<file path="config.mk">
export PLATFORM = sky130hd
export DESIGN_NAME = compute_inst_encoder_flat
export DESIGN_NICKNAME = d
export VERILOG_FILES = /design/src/rtl/compute_isa_pkg.sv /design/src/rtl/compute_inst_encoder_if.sv /design/src/rtl/inst_fifo.sv /design/src/rtl/compute_inst_encoder.sv /design/src/flat_wrapper.sv
export SDC_FILE = /design/constraint.sdc
export NUM_CORES = 1
export LEC_CHECK = 0
export BUFFER_PORTS_ARGS = -buffer_cell sky130_fd_sc_hd__buf_2
export CAP_MARGIN = 20
export CORE_MARGIN = 2
export CORE_UTILIZATION = 35
export DETAILED_ROUTE_END_ITERATION = 10
export HOLD_SLACK_MARGIN = 0.08
export RECOVER_POWER = 100
export SETUP_SLACK_MARGIN = 0.3
export SLEW_MARGIN = 20
export SYNTH_ARGS = -nofsm -noshare
export SYNTH_HDL_FRONTEND = slang
export SYNTH_HIERARCHICAL = 1
export SYNTH_SLANG_ARGS = --single-unit
export TNS_END_PERCENT = 20
</file>
<file path="constraint.sdc">
create_clock -name clock -period 9.32 [get_ports clock]
set_input_delay 0.466 -clock clock [delete_from_list [all_inputs] [get_ports clock]]
set_output_delay 0.466 -clock clock [all_outputs]
set_load 0.03 [all_outputs]
</file>
<file path="src/rtl/compute_isa_pkg.sv">
// -----------------------------------------------------------------------------
// compute_isa_pkg
// Shared definitions for the compute instruction queue: opcode and memId
// constants, request-kind and ALU-op enums, instruction field positions, and
// helpers that classify and build a 128-bit compute instruction.
// Used by both the compute encoder and the compute decoder so that the two
// always agree on the bit layout.
// -----------------------------------------------------------------------------
package compute_isa_pkg;

    localparam int INST_W = 128;

    // Opcodes, field [2:0]
    localparam logic [2:0] OP_LOAD   = 3'd0;
    localparam logic [2:0] OP_STORE  = 3'd1;
    localparam logic [2:0] OP_GEMM   = 3'd2;
    localparam logic [2:0] OP_FINISH = 3'd3;
    localparam logic [2:0] OP_ALU    = 3'd4;

    // Memory identifiers, field [9:7]
    localparam logic [2:0] MEM_UOP = 3'd0;
    localparam logic [2:0] MEM_ACC = 3'd3;

    // Field positions
    localparam int OPCODE_LSB = 0;
    localparam int OPCODE_W   = 3;
    localparam int DEPS_LSB   = 3;   // {push_next, push_prev, pop_next, pop_prev}
    localparam int DEPS_W     = 4;
    localparam int MEMID_LSB  = 7;
    localparam int MEMID_W    = 3;
    localparam int XSIZE_LSB  = 80;
    localparam int XSIZE_W    = 16;
    localparam int ALUOP_LSB  = 108;
    localparam int ALUOP_W    = 3;

    // Request kinds; 6 and 7 are illegal encodings
    typedef enum logic [2:0] {
        KIND_LOAD_UOP = 3'd0,
        KIND_LOAD_ACC = 3'd1,
        KIND_SYNC     = 3'd2,
        KIND_GEMM     = 3'd3,
        KIND_ALU      = 3'd4,
        KIND_FINISH   = 3'd5
    } reqKind_t;

    typedef enum logic [2:0] {
        ALU_MIN = 3'd0,
        ALU_MAX = 3'd1,
        ALU_ADD = 3'd2,
        ALU_SHR = 3'd3
    } aluOp_t;

    // A load with nothing to move, an unknown ALU op or an unknown kind is
    // not worth sending downstream.
    function automatic logic isLegalReq(input logic [2:0]  kind,
                                        input logic [15:0] xsize,
                                        input logic [2:0]  aluOp);
        logic legal;
        case (kind)
            KIND_LOAD_UOP,
            KIND_LOAD_ACC: legal = (xsize != 16'd0);
            KIND_SYNC,
            KIND_GEMM,
            KIND_FINISH:   legal = 1'b1;
            KIND_ALU:      legal = (aluOp <= ALU_SHR);
            default:       legal = 1'b0;
        endcase
        return legal;
    endfunction

    // Overlay the owned fields on the caller-supplied body.
    // SYNC is a zero-length UOP load, hence its forced xsize of 0.
    function automatic logic [INST_W-1:0] encodeInst(input logic [2:0]        kind,
                                                     input logic [3:0]        deps,
                                                     input logic [15:0]       xsize,
                                                     input logic [2:0]        aluOp,
                                                     input logic [INST_W-1:0] body);
        logic [INST_W-1:0] inst;
        inst = body;
        inst[DEPS_LSB +: DEPS_W] = deps;
        case (kind)
            KIND_LOAD_UOP: begin
                inst[OPCODE_LSB +: OPCODE_W] = OP_LOAD;
                inst[MEMID_LSB +: MEMID_W]   = MEM_UOP;
                inst[XSIZE_LSB +: XSIZE_W]   = xsize;
            end
            KIND_LOAD_ACC: begin
                inst[OPCODE_LSB +: OPCODE_W] = OP_LOAD;
                inst[MEMID_LSB +: MEMID_W]   = MEM_ACC;
                inst[XSIZE_LSB +: XSIZE_W]   = xsize;
            end
            KIND_SYNC: begin
                inst[OPCODE_LSB +: OPCODE_W] = OP_LOAD;
                inst[MEMID_LSB +: MEMID_W]   = MEM_UOP;
                inst[XSIZE_LSB +: XSIZE_W]   = 16'd0;
            end
            KIND_GEMM:   inst[OPCODE_LSB +: OPCODE_W] = OP_GEMM;
            KIND_ALU: begin
                inst[OPCODE_LSB +: OPCODE_W] = OP_ALU;
                inst[ALUOP_LSB +: ALUOP_W]   = aluOp;
            end
            KIND_FINISH: inst[OPCODE_LSB +: OPCODE_W] = OP_FINISH;
            default: ;
        endcase
        return inst;
    endfunction

endpackage

</file>
<file path="src/rtl/compute_inst_encoder_if.sv">
// -----------------------------------------------------------------------------
// compute_inst_encoder_if
// Request channel (sequencer -> encoder) and instruction channel
// (encoder -> compute instruction FIFO), both valid/ready.
//   slave  : encoder view (consumes requests, produces instructions)
//   master : environment view (produces requests, consumes instructions)
// -----------------------------------------------------------------------------
interface compute_inst_encoder_if;
    logic         io_req_valid;
    logic         io_req_ready;
    logic [2:0]   io_req_kind;
    logic [3:0]   io_req_deps;
    logic [15:0]  io_req_xsize;
    logic [2:0]   io_req_alu_op;
    logic [127:0] io_req_body;
    logic         io_out_valid;
    logic         io_out_ready;
    logic [127:0] io_out_inst;

    modport slave (
        input  io_req_valid, io_req_kind, io_req_deps, io_req_xsize,
               io_req_alu_op, io_req_body, io_out_ready,
        output io_req_ready, io_out_valid, io_out_inst
    );

    modport master (
        output io_req_valid, io_req_kind, io_req_deps, io_req_xsize,
               io_req_alu_op, io_req_body, io_out_ready,
        input  io_req_ready, io_out_valid, io_out_inst
    );
endinterface

</file>
<file path="src/rtl/inst_fifo.sv">
// -----------------------------------------------------------------------------
// inst_fifo
// Generic DEPTH x WIDTH synchronous FIFO, valid/ready on both sides.
//   clock, reset      : clock, synchronous active-high reset
//   inValid/inReady   : write side; inReady depends only on occupancy
//   inData            : write data
//   outValid/outReady : read side; outData is the head entry
//   count             : current occupancy (0..DEPTH)
// DEPTH must be a power of two so the pointers wrap naturally.
// -----------------------------------------------------------------------------
module inst_fifo #(
    parameter int DEPTH = 2,
    parameter int WIDTH = 128
) (
    input  logic                       clock,
    input  logic                       reset,
    input  logic                       inValid,
    output logic                       inReady,
    input  logic [WIDTH-1:0]           inData,
    output logic                       outValid,
    input  logic                       outReady,
    output logic [WIDTH-1:0]           outData,
    output logic [$clog2(DEPTH):0]     count
);
    localparam int PTR_W = $clog2(DEPTH);
    localparam int CNT_B = PTR_W + 1;
    localparam logic [CNT_B-1:0] FULL = CNT_B'(DEPTH);

    logic [WIDTH-1:0] mem [DEPTH];
    logic [PTR_W-1:0] wrPtr, rdPtr;
    logic             push, pop;

    // Full means not ready, even if the head leaves this same cycle.
    assign inReady  = (count < FULL);
    assign outValid = (count != '0);
    assign push     = inValid && inReady;
    assign pop      = outValid && outReady;
    // Empty reads as zero so stale storage never shows on the output.
    assign outData  = outValid ? mem[rdPtr] : '0;

    // NOTE: storage is deliberately not reset; pointers/count define what is
    // valid, and the empty-gate above keeps the output clean after reset.
    always_ff @(posedge clock) begin
        if (push) mem[wrPtr] <= inData;
    end

    // NOTE: state registers use non-blocking assignment so every flop samples
    // pre-edge values regardless of statement order.
    always_ff @(posedge clock) begin
        if (reset) begin
            wrPtr <= '0;
            rdPtr <= '0;
            count <= '0;
        end else begin
            if (push) wrPtr <= wrPtr + PTR_W'(1);
            if (pop)  rdPtr <= rdPtr + PTR_W'(1);
            case ({push, pop})
                2'b10:   count <= count + CNT_B'(1);
                2'b01:   count <= count - CNT_B'(1);
                default: count <= count;
            endcase
        end
    end
endmodule

</file>
<file path="src/rtl/compute_inst_encoder.sv">
// -----------------------------------------------------------------------------
// compute_inst_encoder
// Turns typed requests into 128-bit compute instructions and queues them for
// the compute instruction FIFO. Illegal requests are handshaken and dropped.
// A run/drain/done sequencer stops intake after FINISH until restarted.
//   clock, reset : clock, synchronous active-high reset
//   bus (slave)  : request channel in, instruction channel out
//   io_restart   : one-cycle pulse, leaves DONE (ignored elsewhere)
//   io_done      : high while in DONE
//   io_err       : one-cycle pulse the cycle after a dropped request
//   io_issued    : instructions taken by downstream (wraps)
//   io_errors    : dropped requests (wraps)
// -----------------------------------------------------------------------------
module compute_inst_encoder
    import compute_isa_pkg::*;
#(
    parameter int DEPTH = 2,
    parameter int CNT_W = 32
) (
    input  logic                 clock,
    input  logic                 reset,
    compute_inst_encoder_if.slave bus,
    input  logic                 io_restart,
    output logic                 io_done,
    output logic                 io_err,
    output logic [CNT_W-1:0]     io_issued,
    output logic [CNT_W-1:0]     io_errors
);
    typedef enum logic [1:0] {
        ST_RUN   = 2'd0,
        ST_DRAIN = 2'd1,
        ST_DONE  = 2'd2
    } seqState_t;

    seqState_t             stateQ, stateD;
    logic                  fifoInReady;
    logic [$clog2(DEPTH):0] fifoCount;
    logic                  reqFire, reqLegal, outFire;
    logic [INST_W-1:0]     encoded;

    assign reqLegal = isLegalReq(bus.io_req_kind, bus.io_req_xsize, bus.io_req_alu_op);
    assign encoded  = encodeInst(bus.io_req_kind, bus.io_req_deps, bus.io_req_xsize,
                                 bus.io_req_alu_op, bus.io_req_body);

    assign bus.io_req_ready = (stateQ == ST_RUN) && fifoInReady;
    assign reqFire          = bus.io_req_valid && bus.io_req_ready;
    assign outFire          = bus.io_out_valid && bus.io_out_ready;
    assign io_done          = (stateQ == ST_DONE);

    // The FIFO output is the registered instruction: no request-to-output path.
    inst_fifo #(
        .DEPTH (DEPTH),
        .WIDTH (INST_W)
    ) u_fifo (
        .clock    (clock),
        .reset    (reset),
        .inValid  (reqFire && reqLegal),
        .inReady  (fifoInReady),
        .inData   (encoded),
        .outValid (bus.io_out_valid),
        .outReady (bus.io_out_ready),
        .outData  (bus.io_out_inst),
        .count    (fifoCount)
    );

    always_ff @(posedge clock) begin
        if (reset) stateQ <= ST_RUN;
        else       stateQ <= stateD;
    end

    // NOTE: next state defaults to the current state before the case so no
    // path leaves it unassigned and no latch is inferred.
    always_comb begin
        stateD = stateQ;
        case (stateQ)
            ST_RUN:   if (reqFire && reqLegal && (bus.io_req_kind == KIND_FINISH))
                          stateD = ST_DRAIN;
            ST_DRAIN: if (fifoCount == '0) stateD = ST_DONE;
            ST_DONE:  if (io_restart) stateD = ST_RUN;
            default:  stateD = ST_RUN;
        endcase
    end

    always_ff @(posedge clock) begin
        if (reset) begin
            io_err    <= 1'b0;
            io_errors <= '0;
            io_issued <= '0;
        end else begin
            io_err <= reqFire && !reqLegal;
            if (reqFire && !reqLegal) io_errors <= io_errors + CNT_W'(1);
            if (outFire)              io_issued <= io_issued + CNT_W'(1);
        end
    end
endmodule

</file>
<file path="src/flat_wrapper.sv">
// flat-port wrapper written by rule: the top's interface ports become plain ports
module compute_inst_encoder_flat import compute_isa_pkg::*;
#(
    parameter int DEPTH = 2,
    parameter int CNT_W = 32
)
  (clock, reset, io_restart, io_done, io_err, io_issued, io_errors, bus_io_req_valid, bus_io_req_kind, bus_io_req_deps, bus_io_req_xsize, bus_io_req_alu_op, bus_io_req_body, bus_io_out_ready, bus_io_req_ready, bus_io_out_valid, bus_io_out_inst);
  compute_inst_encoder_if bus_i ();
  input  logic clock;
  input  logic reset;
  input  logic io_restart;
  output logic io_done;
  output logic io_err;
  output logic [CNT_W-1:0] io_issued;
  output logic [CNT_W-1:0] io_errors;
  input wire logic [$bits(bus_i.io_req_valid)-1:0] bus_io_req_valid;
  input wire logic [$bits(bus_i.io_req_kind)-1:0] bus_io_req_kind;
  input wire logic [$bits(bus_i.io_req_deps)-1:0] bus_io_req_deps;
  input wire logic [$bits(bus_i.io_req_xsize)-1:0] bus_io_req_xsize;
  input wire logic [$bits(bus_i.io_req_alu_op)-1:0] bus_io_req_alu_op;
  input wire logic [$bits(bus_i.io_req_body)-1:0] bus_io_req_body;
  input wire logic [$bits(bus_i.io_out_ready)-1:0] bus_io_out_ready;
  output wire logic [$bits(bus_i.io_req_ready)-1:0] bus_io_req_ready;
  output wire logic [$bits(bus_i.io_out_valid)-1:0] bus_io_out_valid;
  output wire logic [$bits(bus_i.io_out_inst)-1:0] bus_io_out_inst;
  assign bus_i.io_req_valid = bus_io_req_valid;
  assign bus_i.io_req_kind = bus_io_req_kind;
  assign bus_i.io_req_deps = bus_io_req_deps;
  assign bus_i.io_req_xsize = bus_io_req_xsize;
  assign bus_i.io_req_alu_op = bus_io_req_alu_op;
  assign bus_i.io_req_body = bus_io_req_body;
  assign bus_i.io_out_ready = bus_io_out_ready;
  assign bus_io_req_ready = bus_i.io_req_ready;
  assign bus_io_out_valid = bus_i.io_out_valid;
  assign bus_io_out_inst = bus_i.io_out_inst;
  compute_inst_encoder #(.DEPTH(DEPTH), .CNT_W(CNT_W)) u_core (.clock(clock), .reset(reset), .bus(bus_i), .io_restart(io_restart), .io_done(io_done), .io_err(io_err), .io_issued(io_issued), .io_errors(io_errors));
endmodule
</file>
# Yosys cells after proc, flatten, opt, wreduce, memory -nomap -nowiden
# Memories as Yosys holds them, arrays and structs flattened. A register that Yosys moved wholly into a read port is not among the register bits.
# Cells that the tools add are included.
# totals
reg_bits,71
ram_bits,256
in_bits,159
output_inout_bits,196
elab_cells,62
n_memories,1
# memory_table
name,words,width,read_ports,rd_ports_with_merged_regs,write_ports,line,rtl
u_core.u_fifo.mem,2,128,1,1,1,inst_fifo.sv:29,logic [WIDTH-1:0] mem [DEPTH];
# op_classes
add_sub_neg,6
magnitude_cmp,2
n_eq_ne,12
muxes,15
reduce_logical,19
# ops
operator,count
128-bit 2-to-1 mux,1
32-bit by 1-bit adder with 32-bit output (second input constant),2
16-bit case mux with 2 select lines,1
16-bit nonzero test,1
3-bit case mux with 4 select lines,1
1-bit logical AND,7
3-bit by 2-bit equality test with 1-bit output (second input constant),2
3-bit equality test (second input constant),2
2-bit 2-to-1 mux,3
2-bit case mux with 3 select lines,1
3-bit case mux with 2 select lines,1
3-bit OR reduction,2
2-bit by 1-bit equality test with 1-bit output (second input constant),2
2-bit equality test (second input constant),2
2-bit logical NOT,2
1-bit 2-to-1 mux,4
2-bit != test (second input constant),2
2-bit case mux with 2 select lines,1
2-bit nonzero test,2
2-bit OR reduction,2
3-bit by 1-bit equality test with 1-bit output (second input constant),1
3-bit by 2-bit <= comparator with 1-bit output (second input constant),1
3-bit logical NOT,1
3-bit 2-to-1 mux,1
other kinds (8),9

# Depth between registers and ports, before layout
# Gate-level depths: netlist (run 1).
# logic_depth
depth_word,7
mapped_depth,10
mapped_depth_nobuf,8

# By module
# Netlist (run 1), hierarchy kept.
# modules_own_cells
mod,instances,cells_per_inst,area_per_inst_um2,seq_area_each_um2
inst_fifo,1,565,9835.7,7787.5
compute_inst_encoder,1,442,3612.2,1341.3

# Worst setup path before layout (run 1)
# OpenSTA, ideal clock, no wires.
# synth_path
path_kind,input-to-reg
from,input bus_io_req_kind[1]
to,"memory u_core.u_fifo.mem[0][0], enable pin"
setup_ps,617
arrival_time_ps,6713
required_time_ps,8703
setup_slack_ps,1990
cell_stages,7
path_buffers,2
path_cell_list,clkbuf_1 -> nor2_1 -> clkbuf_1 -> nand2_1 -> o211a_1 -> nand2b_1 -> nor2_1
# synth_between
elab_chain_len,7
word_cells_on_any_way,13
classes_between,eq/ne: 5; mux: 3; reduce/logical: 5
# synth_rtl
element,line,rtl
"start, declared",flat_wrapper.sv:17,input wire logic [$bits(bus_i.io_req_kind)-1:0] bus_io_req_kind;
"3-bit by 2-bit equality test with 1-bit output, or another cell as far along",compute_isa_pkg.sv:59,case (kind)
3-bit OR reduction / 2-bit OR reduction (equally long branches),n/a,
1-bit case mux with 3 select lines *,compute_isa_pkg.sv:59,
1-bit logical AND *,compute_inst_encoder.sv:57,".inValid (reqFire && reqLegal),"
1-bit logical AND *,inst_fifo.sv:36,assign push = inValid && inReady;
1-bit 2-to-1 mux *,inst_fifo.sv:44,if (push) mem[wrPtr] <= inData;
1-bit 2-to-1 mux (implied by the code) *,inst_fifo.sv:44,
"end, declared",inst_fifo.sv:29,
# Every way passes the cells marked *; elsewhere a longest branch is shown, timed or not.

==> impl_table.tex, run 1 <==
\begin{tabular}{lr}
\hline
Metric & Value \\
\hline
\multicolumn{2}{l}{\textbf{Worst setup path}} \\
\quad Register-to-Register Path Depth & 6 \\
\quad Top cell family by delay on the critical path & flip-flops \\
\quad Worst EP arrival & 5.36 ns \\
\quad Most common cell on crit path & buf\_4 \\
\quad Peak fanout along the critical path & 52 \\
\quad Cell-by-cell trace of the critical path & buf\_4 -> buf\_4 -> mux2i\_1 -> nor2\_1 -> clkbuf\_1 \\
\quad CP Data Required Time & 8.85 ns \\
\quad Crit end category & output pin \\
\quad Setup CP Type & reg2out \\
\quad Kind of start point of the critical path & flip-flop \\
\quad Max stage delay on crit path & 2.54 ns \\
\quad Buf/Inv on CP & 3 \\
\quad Count of cell instances traversed by the critical path & 5 \\
\quad Cell type of the slowest stage on the worst timing path & dfxtp\_1 \\
\multicolumn{2}{l}{\textbf{Synth}} \\
\quad Post-synthesis average cell area & 13.35 µm² \\
\quad Area share of fa/ha/maj cells after synthesis & 0.2791\% \\
\quad Compound-cell area share of the yosys netlist & 4.419\% \\
\quad Part of the Yosys area used for sequential elements & 67.88\% \\
\quad Biggest area consumer among synthesized cells & edfxtp\_1 \\
\quad Post-synthesis share of cell area spent on and, or, nand and nor gates & 12.62\% \\
\quad Main combinational cell family by area after synthesis & simple AND/OR/NAND/NOR gates \\
\quad Share of synthesized flip-flops with an asynchronous set or reset & 0\% \\
\quad Post-synth design cell area & 13,450 µm² \\
\quad Count of warnings emitted by yosys & 6 \\
\quad Share of the synthesized netlist area taken by xor and xnor gates & 2.279\% \\
\quad Cell types with the highest counts after synthesis & edfxtp\_1, nor2\_1, mux2i\_1, dfxtp\_1, a21oi\_1 \\
\quad Synthesized flop and latch total & 328 \\
\quad Count of distinct cell types in the synthesized netlist & 49 \\
\quad Most instantiated flip-flop cell in the synthesis netlist & edfxtp\_1 \\
\quad Cell types occupying the most area after synthesis & edfxtp\_1, dfxtp\_1, mux2i\_1 \\
\quad Gate count after technology mapping & 1,007 \\
\quad Share of synthesized area spent on multiplexers & 9.927\% \\
\quad Library cell with the highest instance count after synthesis & edfxtp\_1 \\
\quad Share of the synthesized area in the top cell type & 57.16\% \\
\quad Count of flip-flops with a built-in enable after synthesis & 256 \\
\quad Synth Net Count & 1,169 \\
\multicolumn{2}{l}{\textbf{Die}} \\
\quad Core area & 37,760 µm² \\
\quad Die width & 200.0 µm \\
\quad Top Ports & 355 \\
\quad Number of core rows & 71 \\
\quad Area of the die & 40,010 µm² \\
\quad Starting density of the core & 35.62\% \\
\quad Die height & 200.0 µm \\
\multicolumn{2}{l}{\textbf{GRT}} \\
\quad Number of antenna violations at the first check in global routing & 8 \\
\quad Total Routing Usage GR & 16.14\% \\
\quad Vias in the first global route & 9,095 \\
\quad First-pass GRT wire length & 49,790 µm \\
\quad Largest net degree at the start of global routing & 73 \\
\quad Final global-route overflow total & 0 \\
\multicolumn{2}{l}{\textbf{Pwr}} \\
\quad Power share of the sequential group & 38.8\% \\
\quad Portion of total power attributed to combinational logic & 32.5\% \\
\quad Internal power & 0.003095 W \\
\quad Pwr Density & 297.8 nW/µm² \\
\quad Leakage power of the design & 5.495 nW \\
\quad Switch Pwr & 0.001875 W \\
\quad Fraction of power consumed by the clock network & 28.8\% \\
\quad Peak VDD IR & 127.1 µV \\
\quad Sw Ratio & 37.73\% \\
\multicolumn{2}{l}{\textbf{Timing}} \\
\quad Shortest clock period the worst path allows after layout & 5.828 ns \\
\quad Final hold violations & 0 \\
\quad Final Max Slew Viols & 316 \\
\quad Relative slew slack & -130.2\% \\
\quad Max Fclk & 171.6 MHz \\
\quad Final TNS setup & 0 ns \\
\quad Final setup vio count & 0 \\
\quad Transition at the pin with the smallest max-transition slack & 3.453 ns \\
\quad Fraction of the cycle the final worst path needs & 62.53\% \\
\quad RSZ-0062 raised after global routing & no \\
\quad Final Skew & 0.01434 ns \\
\multicolumn{2}{l}{\textbf{Detailed routing}} \\
\quad Number of search-and-repair iterations in the first detailed-routing pass & 5 \\
\quad Total number of vias & 9,227 \\
\quad Number of DRC violations after detailed routing & 0 \\
\quad Via density per instance & 4.818 \\
\quad Routed wire length & 33,240 µm \\
\quad 1st-iter DRT viols & 411 \\
\quad Antenna violation net count after detailed routing & 0 \\
\quad Wire length per cell after detailed routing & 17.36 µm \\
\multicolumn{2}{l}{\textbf{Placed design}} \\
\quad Sum of net half-perimeters after detailed placement & 22,090 µm \\
\quad I/O Buffers & 350 \\
\quad Placed instance count & 1,821 \\
\quad Final weighted congestion in routability-driven placement & 0.7791 \\
\multicolumn{2}{l}{\textbf{Layout}} \\
\quad Number of inserted filler cells in the final layout & 3,643 \\
\quad Number of cells in the finished layout apart from fillers & 1,915 \\
\quad Area used by sequential logic in the layout & 9129 µm² \\
\quad Share of final-layout standard cells stronger than drive strength 1 & 12.50\% \\
\quad Synthesis-to-layout area growth & 24.09\% \\
\quad Final Net Count & 1,533 \\
\quad Multi-input logic area & 3929 µm² \\
\multicolumn{2}{l}{\textbf{Clock tree}} \\
\quad CTS buffer count & 38 \\
\quad Clock transition at the register clock pins on the worst setup and hold paths after CTS & 0.06 ns \\
\quad CTS tree & built \\
\quad H-tree depth & 2 \\
\quad Number of sinks on the clock net & 328 \\
\quad Maximum count of clock buffers along a single path & 3 \\
\quad Buffer type at the clock tree root & clkbuf\_16 \\
\quad Clock network latency to the later pin of the worst-skew pair & 0.54 ns \\
\multicolumn{2}{l}{\textbf{Run}} \\
\quad Max-capacitance violation count & 6 \\
\multicolumn{2}{l}{\textbf{Worst hold path}} \\
\quad Class of the tightest hold or removal check & in2reg \\
\quad Hold depth & 1 \\
\multicolumn{2}{l}{\textbf{Status}} \\
\quad Violated checks & max-capacitance violations, max-slew violations \\
\quad Result of the run & finished with violations \\
\hline
\end{tabular}
[power groups by stage]
| stage | clock network, W | logic [W] | registers, W |
|---|---|---|---|
| 5_1_grt | 0.00153 | 0.00175 | 0.00195 |
| 2_1_floorplan | 0 | 0.00122 | 0.00193 |
| 4_1_cts | 0.00148 | 0.00171 | 0.00192 |
| 3_5_place_dp | 0 | 0.00170 | 0.00195 |
| 6_report | 0.00143 | 0.00161 | 0.00193 |
| 3_3_place_gp | 0 | 0.00169 | 0.00194 |
[what timing repair did]
| item | CTS | global route |
|---|---|---|
| hold buffers | 21 | 0 |
| setup endpoints to repair | 0 | 0 |
| resized for setup | 0 | 0 |
| endpoints found under the hold margin | 40 | 0 |
| setup buffers | 0 | 0 |
[state kept, by name (all words and copies together) (netlist names), named ones only]
register / count
u_core/u_fifo/mem: 256
u_core/io_errors: 32
u_core/io_issued: 32
u_core/stateQ: 2
u_core/u_fifo/count: 2
u_core/io_err: 1
u_core/u_fifo/rdPtr: 1
u_core/u_fifo/wrPtr: 1
[layer usage]
layer  vias up  routed length (µm)  track usage [%]
met5         -                  73                0
met4        12                 853            6.008
met3        60                3335            6.015
met2       301               15500            26.39
met1      4416               13470            19.47
li1       4438                   -                -
[through the flow]
stage,hold slack (ns),area (µm²),total power [W],utilization [%],worst slack [ns]
after floorplan,0.4542,13450,0.003150,-,1.990
after global placement,0.4580,15640,0.003630,41.43,5.734
after detailed placement,0.4824,15640,0.003644,41.43,5.745
after CTS,0.08005,17070,0.005102,45.20,5.138
after global routing,0.08927,16680,0.005238,44.18,2.850
final,0.1188,16690,0.004970,44.20,3.492
[cells by family (layout without fill, tap and decap cells)]
family	after synthesis	count (layout)
xor+xnor	35	35
other cells	0	4
flops	328	328
fa+ha+maj	3	3
compound gates	95	95
mux	133	133
simple gates	342	342
buf+inv	71	464
[worst register-to-register path, delay by kind of cell, from the launching register on]
| kind | cells | cell delay (ns) |
|---|---|---|
| buffers and inverters | 2 | 2.66 |
| DFF | 1 | 0.36 |
| and+or+nand+nor | 3 | 2.07 |
| AOI/OAI and AO/OA | 1 | 0.22 |
[path summary, 6_finish.rpt]
check	end	slack, ns	startpoint
setup / recovery	bus_io_out_inst[76]	3.49	flip-flop
hold / removal	u_core/u_fifo/mem[1][119]	0.12	bus_io_req_body[119]
hold reg to reg	flip-flop	0.49	u_core/u_fifo/rdPtr
setup reg to reg	u_core/u_fifo/mem[0][41]	3.51	u_core/u_fifo/count[1]
[cell type report]
| cell class | instances | share of cell area [%] |
|---|---|---|
| multi-input cells | 608 | 23.54 |
| clock buffers | 51 | 6.418 |
| well taps | 511 | 3.831 |
| inverters | 14 | 0.3149 |
| clock inverters | 18 | 0.8623 |
| diodes | 4 | 0.05998 |
| repair buffers | 381 | 10.26 |
| flip-flops and latches | 328 | 54.70 |
[cell usage in the layout, fill, tap and decap left out, types with 28 or more instances in the layout]
cell	instances
clkbuf_16	39
mux2i_1	130
nand3_1	28
buf_2	102
a21oi_1	35
clkbuf_1	257
nor2_1	178
dfxtp_1	72
nand2_1	29
edfxtp_1	256
No activity file was read; power rests on OpenSTA's default activity.
==> run 2, diff against run 1 <==
==> constraint.sdc (replaced) <==
create_clock -name clock -period 5.3 [get_ports clock]
set_input_delay 0.265 -clock clock [delete_from_list [all_inputs] [get_ports clock]]
set_output_delay 0.265 -clock clock [all_outputs]
set_load 0.03 [all_outputs]
==> run 2 against run 1 <==
Against the previous run: the run still ends with max-capacitance violations, max-slew violations left; power rose by 77%; sequential cell count unchanged; global-route usage increased by 0.55 points; critical path depth is 1 lower; via count rose by 5.4%; routed wire length is 4.4% higher; largest cell class unchanged.
==> impl_table.tex, run 2 (synthesis gave the netlist of run 1 again) <==
\begin{tabular}{lr}
\hline
Metric & Value \\
\hline
\multicolumn{2}{l}{\textbf{Layout}} \\
\quad Largest Register & u\_core/u\_fifo/mem \\
\quad Area used by sequential logic in the layout & 9129 µm² (unchanged) \\
\quad Share of final-layout standard cells stronger than drive strength 1 & 11.63\% (-0.87 points) \\
\quad Leading cell type in the layout, fill and taps excluded & clkbuf\_1 \\
\quad Multi-input logic area & 3936 µm² (+0.19\%) \\
\quad Most used cells in the layout excluding fill and tap cells & clkbuf\_1, edfxtp\_1, nor2\_1, dlygate4sd3\_1, mux2i\_1 \\
\quad Top flop regs & u\_core/u\_fifo/mem (256), u\_core/io\_errors (32), u\_core/io\_issued (32) \\
\quad Share of the core filled with cells & 47.42\% (+3.2 points) \\
\quad Synthesis-to-layout area growth & 33.13\% \\
\quad Final Net Count & 1,656 (+8.0\%) \\
\quad Number of inserted filler cells in the final layout & 3,499 (-4.0\%) \\
\quad Number of flip-flops in the largest register & 256 (unchanged) \\
\quad Number of cells in the finished layout apart from fillers & 2,040 (+6.5\%) \\
\multicolumn{2}{l}{\textbf{Die}} \\
\quad Area of the die & 40,010 µm² (unchanged) \\
\quad Core area & 37,760 µm² (unchanged) \\
\quad Number of core rows & 71 (unchanged) \\
\quad Die width & 200.0 µm (unchanged) \\
\quad Top Ports & 355 (unchanged) \\
\quad Die height & 200.0 µm (unchanged) \\
\quad Starting density of the core & 35.62\% (unchanged) \\
\multicolumn{2}{l}{\textbf{Worst setup path}} \\
\quad Peak fanout along the critical path & 30 (-42\%) \\
\quad Critical path destination & bus\_io\_out\_inst[24] \\
\quad Max stage delay on crit path & 1.63 ns (-0.91 ns) \\
\quad Worst EP arrival & 3.79 ns (-1.57 ns) \\
\quad Top cell family by delay on the critical path & flip-flops \\
\quad Critical R2R Capture & u\_core/u\_fifo/mem[1][127] \\
\quad Crit end category & output pin \\
\quad Setup CP Type & reg2out \\
\quad Count of cell instances traversed by the critical path & 4 (-1) \\
\quad Setup slack on the worst flop-to-flop path & 1.53 ns (-1.98 ns) \\
\quad Cell-by-cell trace of the critical path & clkbuf\_2 -> mux2i\_1 -> nor2\_1 -> buf\_2 \\
\quad Register-to-Register Path Depth & 5 (-1) \\
\quad Cell type of the slowest stage on the worst timing path & dfxtp\_1 \\
\quad Launching point of the worst reg2reg path & u\_core/u\_fifo/count[1] \\
\quad Kind of start point of the critical path & flip-flop \\
\quad CP Data Required Time & 5.04 ns (-3.81 ns) \\
\quad Buf/Inv on CP & 2 (-1) \\
\multicolumn{2}{l}{\textbf{Status}} \\
\quad Violated checks & max-capacitance violations, max-slew violations \\
\quad Result of the run & finished with violations \\
\multicolumn{2}{l}{\textbf{Clock tree}} \\
\quad Buffer count from post-CTS setup fixing & 0 (unchanged) \\
\quad CTS buffer count & 39 (+2.6\%) \\
\quad H-tree depth & 2 (unchanged) \\
\quad Clock transition at the register clock pins on the worst setup and hold paths after CTS & 0.06 ns (about the same) \\
\quad Number of sinks on the clock net & 328 (unchanged) \\
\quad Clock network latency to the later pin of the worst-skew pair & 0.54 ns (about the same) \\
\quad CTS tree & built \\
\quad Maximum count of clock buffers along a single path & 3 (unchanged) \\
\quad Buffer type at the clock tree root & clkbuf\_16 \\
\multicolumn{2}{l}{\textbf{Run}} \\
\quad Max-capacitance violation count & 5 (-1) \\
\multicolumn{2}{l}{\textbf{Timing}} \\
\quad Fraction of the cycle the final worst path needs & 76.59\% \\
\quad Transition at the pin with the smallest max-transition slack & 2.336 ns (-1.117 ns) \\
\quad Final Max Slew Viols & 406 (+28\%) \\
\quad Final setup vio count & 0 (unchanged) \\
\quad Relative slew slack & -55.75\% (+74 points) \\
\quad Final TNS setup & 0 ns (unchanged) \\
\quad Final Skew & 0.01664 ns (+0.002304 ns) \\
\quad Final hold violations & 0 (unchanged) \\
\quad Shortest clock period the worst path allows after layout & 4.059 ns \\
\quad Max Fclk & 246.4 MHz \\
\quad RSZ-0062 raised after global routing & no \\
\multicolumn{2}{l}{\textbf{Placed design}} \\
\quad Sum of net half-perimeters after detailed placement & 21,820 µm (-1.2\%) \\
\quad Final weighted congestion in routability-driven placement & 0.7865 (+0.95\%) \\
\quad I/O Buffers & 350 (unchanged) \\
\quad Placed instance count & 1,821 (unchanged) \\
\multicolumn{2}{l}{\textbf{Pwr}} \\
\quad Pwr Density & 491.2 nW/µm² (+65\%) \\
\quad Switch Pwr & 0.003355 W (+79\%) \\
\quad Internal power & 0.005440 W (+76\%) \\
\quad Peak VDD IR & 236.1 µV (+86\%) \\
\quad Sw Ratio & 38.15\% (+0.42 points) \\
\quad Power share of the sequential group & 38.0\% (-0.8 points) \\
\quad Fraction of power consumed by the clock network & 28.0\% (-0.8 points) \\
\quad Portion of total power attributed to combinational logic & 34.0\% (+1.5 points) \\
\quad Leakage power of the design & 6.020 nW (+9.6\%) \\
\quad Power, Total & 0.008794 W (+77\%) \\
\multicolumn{2}{l}{\textbf{GRT}} \\
\quad Total Routing Usage GR & 16.69\% (+0.55 points) \\
\quad Vias in the first global route & 9,568 (+5.2\%) \\
\quad First-pass GRT wire length & 51,410 µm (+3.3\%) \\
\quad Number of antenna violations at the first check in global routing & 10 (+2) \\
\quad Largest net degree at the start of global routing & 112 (+53\%) \\
\quad Final global-route overflow total & 0 (unchanged) \\
\multicolumn{2}{l}{\textbf{Detailed routing}} \\
\quad Total number of vias & 9,729 (+5.4\%) \\
\quad 1st-iter DRT viols & 355 (-14\%) \\
\quad Number of DRC violations after detailed routing & 0 (unchanged) \\
\quad Antenna violation net count after detailed routing & 0 (unchanged) \\
\quad Via density per instance & 4.769 (-1.0\%) \\
\quad Number of search-and-repair iterations in the first detailed-routing pass & 5 (unchanged) \\
\quad Routed wire length & 34,710 µm (+4.4\%) \\
\quad Wire length per cell after detailed routing & 17.01 µm (-2.0\%) \\
\multicolumn{2}{l}{\textbf{Worst hold path}} \\
\quad Class of the tightest hold or removal check & in2reg \\
\hline
\end{tabular}
[run 2: changes by cell type in the layout (fill, tap and decap cells not counted), moves of 4 or more]
| cell | previous run | this run |
|---|---|---|
| dlygate4sd3_1 | 21 | 143 |
| clkinv_2 | 8 | 4 |
| clkbuf_2 | 1 | 5 |
| clkbuf_8 | 5 | 0 |
[run 2: power by group through the flow]
stage | Combinational, W | Clock (W) | Sequential, W
finish | 0.00299 | 0.00246 | 0.00334
global route | 0.00322 | 0.00265 | 0.00338
CTS | 0.00315 | 0.00256 | 0.00334
detailed placement | 0.00305 | 0 | 0.00339
global placement | 0.00305 | 0 | 0.00338
floorplan | 0.00215 | 0 | 0.00337
[run 2: repair_timing]
action | 4_1_cts | 5_1_grt
gates resized for setup | 0 | 0
endpoints found under the hold margin | 254 | 0
hold buffers | 143 | 0
[run 2: worst reg2reg max path: stages, from the launching register on]
cell	delay [ns]
dfxtp_1	0.36
inv_1	0.11
and4bb_1	0.27
o211a_1	0.20
and3_1	0.79
clkbuf_4	1.33
[run 2: final cells by class]
type / instances / area share, %
antenna: 7 / 0.09784
clock inverter: 15 / 0.6849
tap: 511 / 3.571
sequential: 328 / 50.99
timing repair buffer: 503 / 16.49
multi-input combinational: 608 / 21.99
clock buffer: 54 / 5.884
inverter: 14 / 0.2935
[run 2: per-layer routing]
metal | vias up | track usage, % | share of wire, %
li1 | 4680 | - | -
met2 | 321 | 27.24 | 46
met1 | 4671 | 20.25 | 42
met3 | 51 | 6.855 | 9.5
met4 | 6 | 5.021 | 2.2
met5 | - | 0 | 0.12
[run 2: metrics by stage]
step	hold WS, ns	instance area [µm²]	setup slack (ns)
2_1_floorplan	0.3341	13450	0.3306
3_3_place_gp	0.4539	15680	2.297
3_5_place_dp	0.4563	15680	2.297
4_1_cts	0.08077	18290	1.968
5_1_grt	0.09282	17900	0.9475
6_report	0.1177	17900	1.241
[run 2: worst min-delay path by stage]
| stage | start | endpoint | slack, ns | cells after the start |
|---|---|---|---|---|
| 2_1_floorplan | reset | u_core/u_fifo/count[1] | 0.33 | 1 |
| 3_3_place_gp | bus_io_req_body[120] | u_core/u_fifo/mem[1][120] | 0.45 | 1 |
| 3_5_place_dp | bus_io_req_body[97] | u_core/u_fifo/mem[0][97] | 0.46 | 1 |
| 4_1_cts | bus_io_req_xsize[14] | u_core/u_fifo/mem[1][94] | 0.08 | 2 |
| 5_1_grt | bus_io_req_xsize[14] | u_core/u_fifo/mem[1][94] | 0.09 | 2 |
| 6_report | bus_io_req_xsize[14] | u_core/u_fifo/mem[1][94] | 0.12 | 2 |
==> run 3, diff against run 2 <==
==> constraint.sdc (replaced) <==
create_clock -name clock -period 3.95 [get_ports clock]
set_input_delay 0.1975 -clock clock [delete_from_list [all_inputs] [get_ports clock]]
set_output_delay 0.1975 -clock clock [all_outputs]
set_load 0.03 [all_outputs]
==> run 3 against run 2 <==
Against the previous run: combinational power grew 32%; count of clock-buffer cells in the layout is 3 lower; global-route usage fell by 0.088 points; the run still ends with max-capacitance violations, max-slew violations left; die area stayed put; highest routed layer unchanged.
==> impl_table.tex, run 3 (synthesis gave the netlist of run 1 again) <==
\begin{tabular}{lr}
\hline
Metric & Value \\
\hline
\multicolumn{2}{l}{\textbf{Status}} \\
\quad Result of the run & finished with violations \\
\quad Violated checks & max-capacitance violations, max-slew violations \\
\multicolumn{2}{l}{\textbf{Worst setup path}} \\
\quad Crit end category & output pin \\
\quad Critical R2R Capture & u\_core/u\_fifo/mem[1][48] \\
\quad Setup slack on the worst flop-to-flop path & 1.05 ns (-0.48 ns) \\
\quad Setup CP Type & reg2out \\
\quad Launching point of the worst reg2reg path & u\_core/u\_fifo/count[1] \\
\quad Register-to-Register Path Depth & 5 (unchanged) \\
\quad CP Data Required Time & 3.75 ns (-1.29 ns) \\
\quad Kind of start point of the critical path & flip-flop \\
\quad Peak fanout along the critical path & 36 (+20\%) \\
\quad Worst EP arrival & 3.03 ns (-0.76 ns) \\
\multicolumn{2}{l}{\textbf{Detailed routing}} \\
\quad Number of DRC violations after detailed routing & 0 (unchanged) \\
\quad Routed wire length & 34,400 µm (-0.88\%) \\
\quad Number of search-and-repair iterations in the first detailed-routing pass & 4 (-1) \\
\quad Total number of vias & 9,725 (-0.041\%) \\
\quad 1st-iter DRT viols & 388 (+9.3\%) \\
\quad Via density per instance & 4.767 (about the same) \\
\quad Wire length per cell after detailed routing & 16.86 µm (-0.88\%) \\
\quad Antenna violation net count after detailed routing & 0 (unchanged) \\
\multicolumn{2}{l}{\textbf{Worst hold path}} \\
\quad Capture endpoint of the worst hold path & u\_core/u\_fifo/mem[0][81] \\
\quad Class of the tightest hold or removal check & in2reg \\
\quad Worst hold start & bus\_io\_req\_body[81] \\
\quad Hold depth & 2 (unchanged) \\
\multicolumn{2}{l}{\textbf{Die}} \\
\quad Core area & 37,760 µm² (unchanged) \\
\quad Number of core rows & 71 (unchanged) \\
\quad Area of the die & 40,010 µm² (unchanged) \\
\quad Die width & 200.0 µm (unchanged) \\
\quad Top Ports & 355 (unchanged) \\
\quad Starting density of the core & 35.62\% (unchanged) \\
\quad Die height & 200.0 µm (unchanged) \\
\multicolumn{2}{l}{\textbf{GRT}} \\
\quad Largest net degree at the start of global routing & 94 (-16\%) \\
\quad GRT met3 Usage & 6.754\% (-0.10 points) \\
\quad Routing layer with the top usage in global route & met2 \\
\quad Total Routing Usage GR & 16.60\% (-0.088 points) \\
\quad GR Layer Usage met2 & 27.73\% (+0.49 points) \\
\quad Vias in the first global route & 9,661 (+0.97\%) \\
\quad Number of antenna violations at the first check in global routing & 7 (-3) \\
\quad First-pass GRT wire length & 51,330 µm (-0.16\%) \\
\quad Met1 demand-to-capacity share in global routing & 19.67\% (-0.58 points) \\
\quad Final global-route overflow total & 0 (unchanged) \\
\multicolumn{2}{l}{\textbf{Layout}} \\
\quad Leading cell type in the layout, fill and taps excluded & clkbuf\_1 \\
\quad Most used cells in the layout excluding fill and tap cells & clkbuf\_1, edfxtp\_1, nor2\_1, dlygate4sd3\_1, mux2i\_1 \\
\quad Share of final-layout standard cells stronger than drive strength 1 & 10.82\% (-0.81 points) \\
\quad Number of flip-flops in the largest register & 256 (unchanged) \\
\quad Number of cells in the finished layout apart from fillers & 2,040 (unchanged) \\
\quad Synthesis-to-layout area growth & 33.94\% \\
\quad Largest Register & u\_core/u\_fifo/mem \\
\quad Final Net Count & 1,661 (+0.30\%) \\
\quad Top flop regs & u\_core/u\_fifo/mem (256), u\_core/io\_errors (32), u\_core/io\_issued (32) \\
\quad Design Area, Final & 18,010 µm² (+0.61\%) \\
\multicolumn{2}{l}{\textbf{Timing}} \\
\quad Shortest clock period the worst path allows after layout & 3.225 ns \\
\quad RSZ-0062 raised after global routing & no \\
\quad Relative slew slack & -69.97\% (-14 points) \\
\quad Final hold violations & 0 (unchanged) \\
\quad Final Max Slew Viols & 59 (-85\%) \\
\quad Final TNS setup & 0 ns (unchanged) \\
\quad Final setup vio count & 0 (unchanged) \\
\quad Final Skew & 0.01867 ns (+0.002025 ns) \\
\quad Fraction of the cycle the final worst path needs & 81.66\% \\
\quad Transition at the pin with the smallest max-transition slack & 2.550 ns (+0.2133 ns) \\
\quad Max Fclk & 310.0 MHz \\
\quad Final worst slack & 0.7245 ns (-0.5164 ns) \\
\multicolumn{2}{l}{\textbf{Pwr}} \\
\quad Pwr Density & 661.0 nW/µm² (+35\%) \\
\quad Power, Total & 0.01191 W (+35\%) \\
\quad Peak VDD IR & 372.8 µV (+58\%) \\
\quad Leakage power of the design & 6.002 nW (-0.30\%) \\
\multicolumn{2}{l}{\textbf{Placed design}} \\
\quad Final weighted congestion in routability-driven placement & 0.7934 (+0.88\%) \\
\quad DP Worst Slack & 1.346 ns (-0.9505 ns) \\
\quad Post-Place Cell Area & 15,710 µm² (+0.18\%) \\
\quad Placed instance count & 1,823 (+0.11\%) \\
\quad I/O Buffers & 350 (unchanged) \\
\quad Sum of net half-perimeters after detailed placement & 22,140 µm (+1.4\%) \\
\multicolumn{2}{l}{\textbf{Clock tree}} \\
\quad Buffer type at the clock tree root & clkbuf\_16 \\
\quad CTS tree & built \\
\quad Clock transition at the register clock pins on the worst setup and hold paths after CTS & 0.06 ns (about the same) \\
\quad CTS buffer count & 38 (-2.6\%) \\
\quad Buffer count from post-CTS setup fixing & 0 (unchanged) \\
\quad Clock network latency to the later pin of the worst-skew pair & 0.54 ns (about the same) \\
\quad Maximum count of clock buffers along a single path & 3 (unchanged) \\
\quad Number of sinks on the clock net & 328 (unchanged) \\
\quad H-tree depth & 2 (unchanged) \\
\multicolumn{2}{l}{\textbf{Run}} \\
\quad Max-capacitance violation count & 1 (-4) \\
\hline
\end{tabular}
==> run 3: changes by cell type in the layout (fill, tap and decap cells not counted), sizes merged, moves of 2 or more <==
cell | before | now
buf | 107 | 94
clkbuf | 307 | 319
clkinv | 11 | 5
dlygate4sd3 | 143 | 147
bufinv | 1 | 4
diode | 7 | 4
clkinvlp | 2 | 4
==> run 3: area by class of cell <==
cell class	count	area [µm²]
well taps	511	639.4
fillers	3537	19740
inverters	14	52.55
diodes	4	10.01
multi-input cells	608	3938
flip-flops and latches	328	9130
repair buffers	509	3013
clock inverters	15	188.9
clock buffers	51	1041
==> run 3: worst max-delay path by stage <==
stage                                          end  slack (ns)                    from  cells after the start
final                          bus_io_out_inst[22]        0.72               flip-flop                      4
after global routing           bus_io_out_inst[22]        0.52               flip-flop                      4
after CTS                      bus_io_out_inst[44]        0.84  u_core/u_fifo/count[1]                      5
after detailed placement  u_core/u_fifo/mem[1][48]        1.35  u_core/u_fifo/count[1]                      5
after global placement    u_core/u_fifo/mem[1][48]        1.39  u_core/u_fifo/count[1]                      5
after floorplan            u_core/u_fifo/mem[1][0]       -0.57      bus_io_req_kind[1]                      6
==> run 3: power by group <==
group / internal, W / switching [W] / leakage [nW]
clock network: 0.00211 / 0.00135 / 0.586
logic: 0.00103 / 0.00293 / 2.47
registers: 0.00430 / 0.000196 / 2.94
total: 0.00744 / 0.00447 / 6.00
==> run 3: worst max-delay path, cell delays in order, from the launching register on <==
cell	delay (ns)
dfxtp_2	1.18
buf_4	0.58
mux2i_1	0.15
nor2_1	0.13
clkbuf_1	0.38
==> run 3: timing repair <==
item | 4_1_cts | 5_1_grt
setup endpoints to repair | 0 | 0
endpoints found under the hold margin | 255 | 2
resized for setup | 0 | 0
hold buffers | 146 | 1
==> run 3: per-stage QoR <==
step	hold WS, ns	utilization, %
after global routing	0.09061	47.70
final	0.1189	47.71
after CTS	0.08506	48.73
after global placement	0.3862	41.60
after detailed placement	0.3892	41.60
after floorplan	0.2666	-
==> run 3: layer usage <==
layer / part of all wire, % / wire [µm]
met4: 2.1 / 716
met5: 0.13 / 44
met2: 47 / 16070
met3: 10 / 3546
met1: 41 / 14030
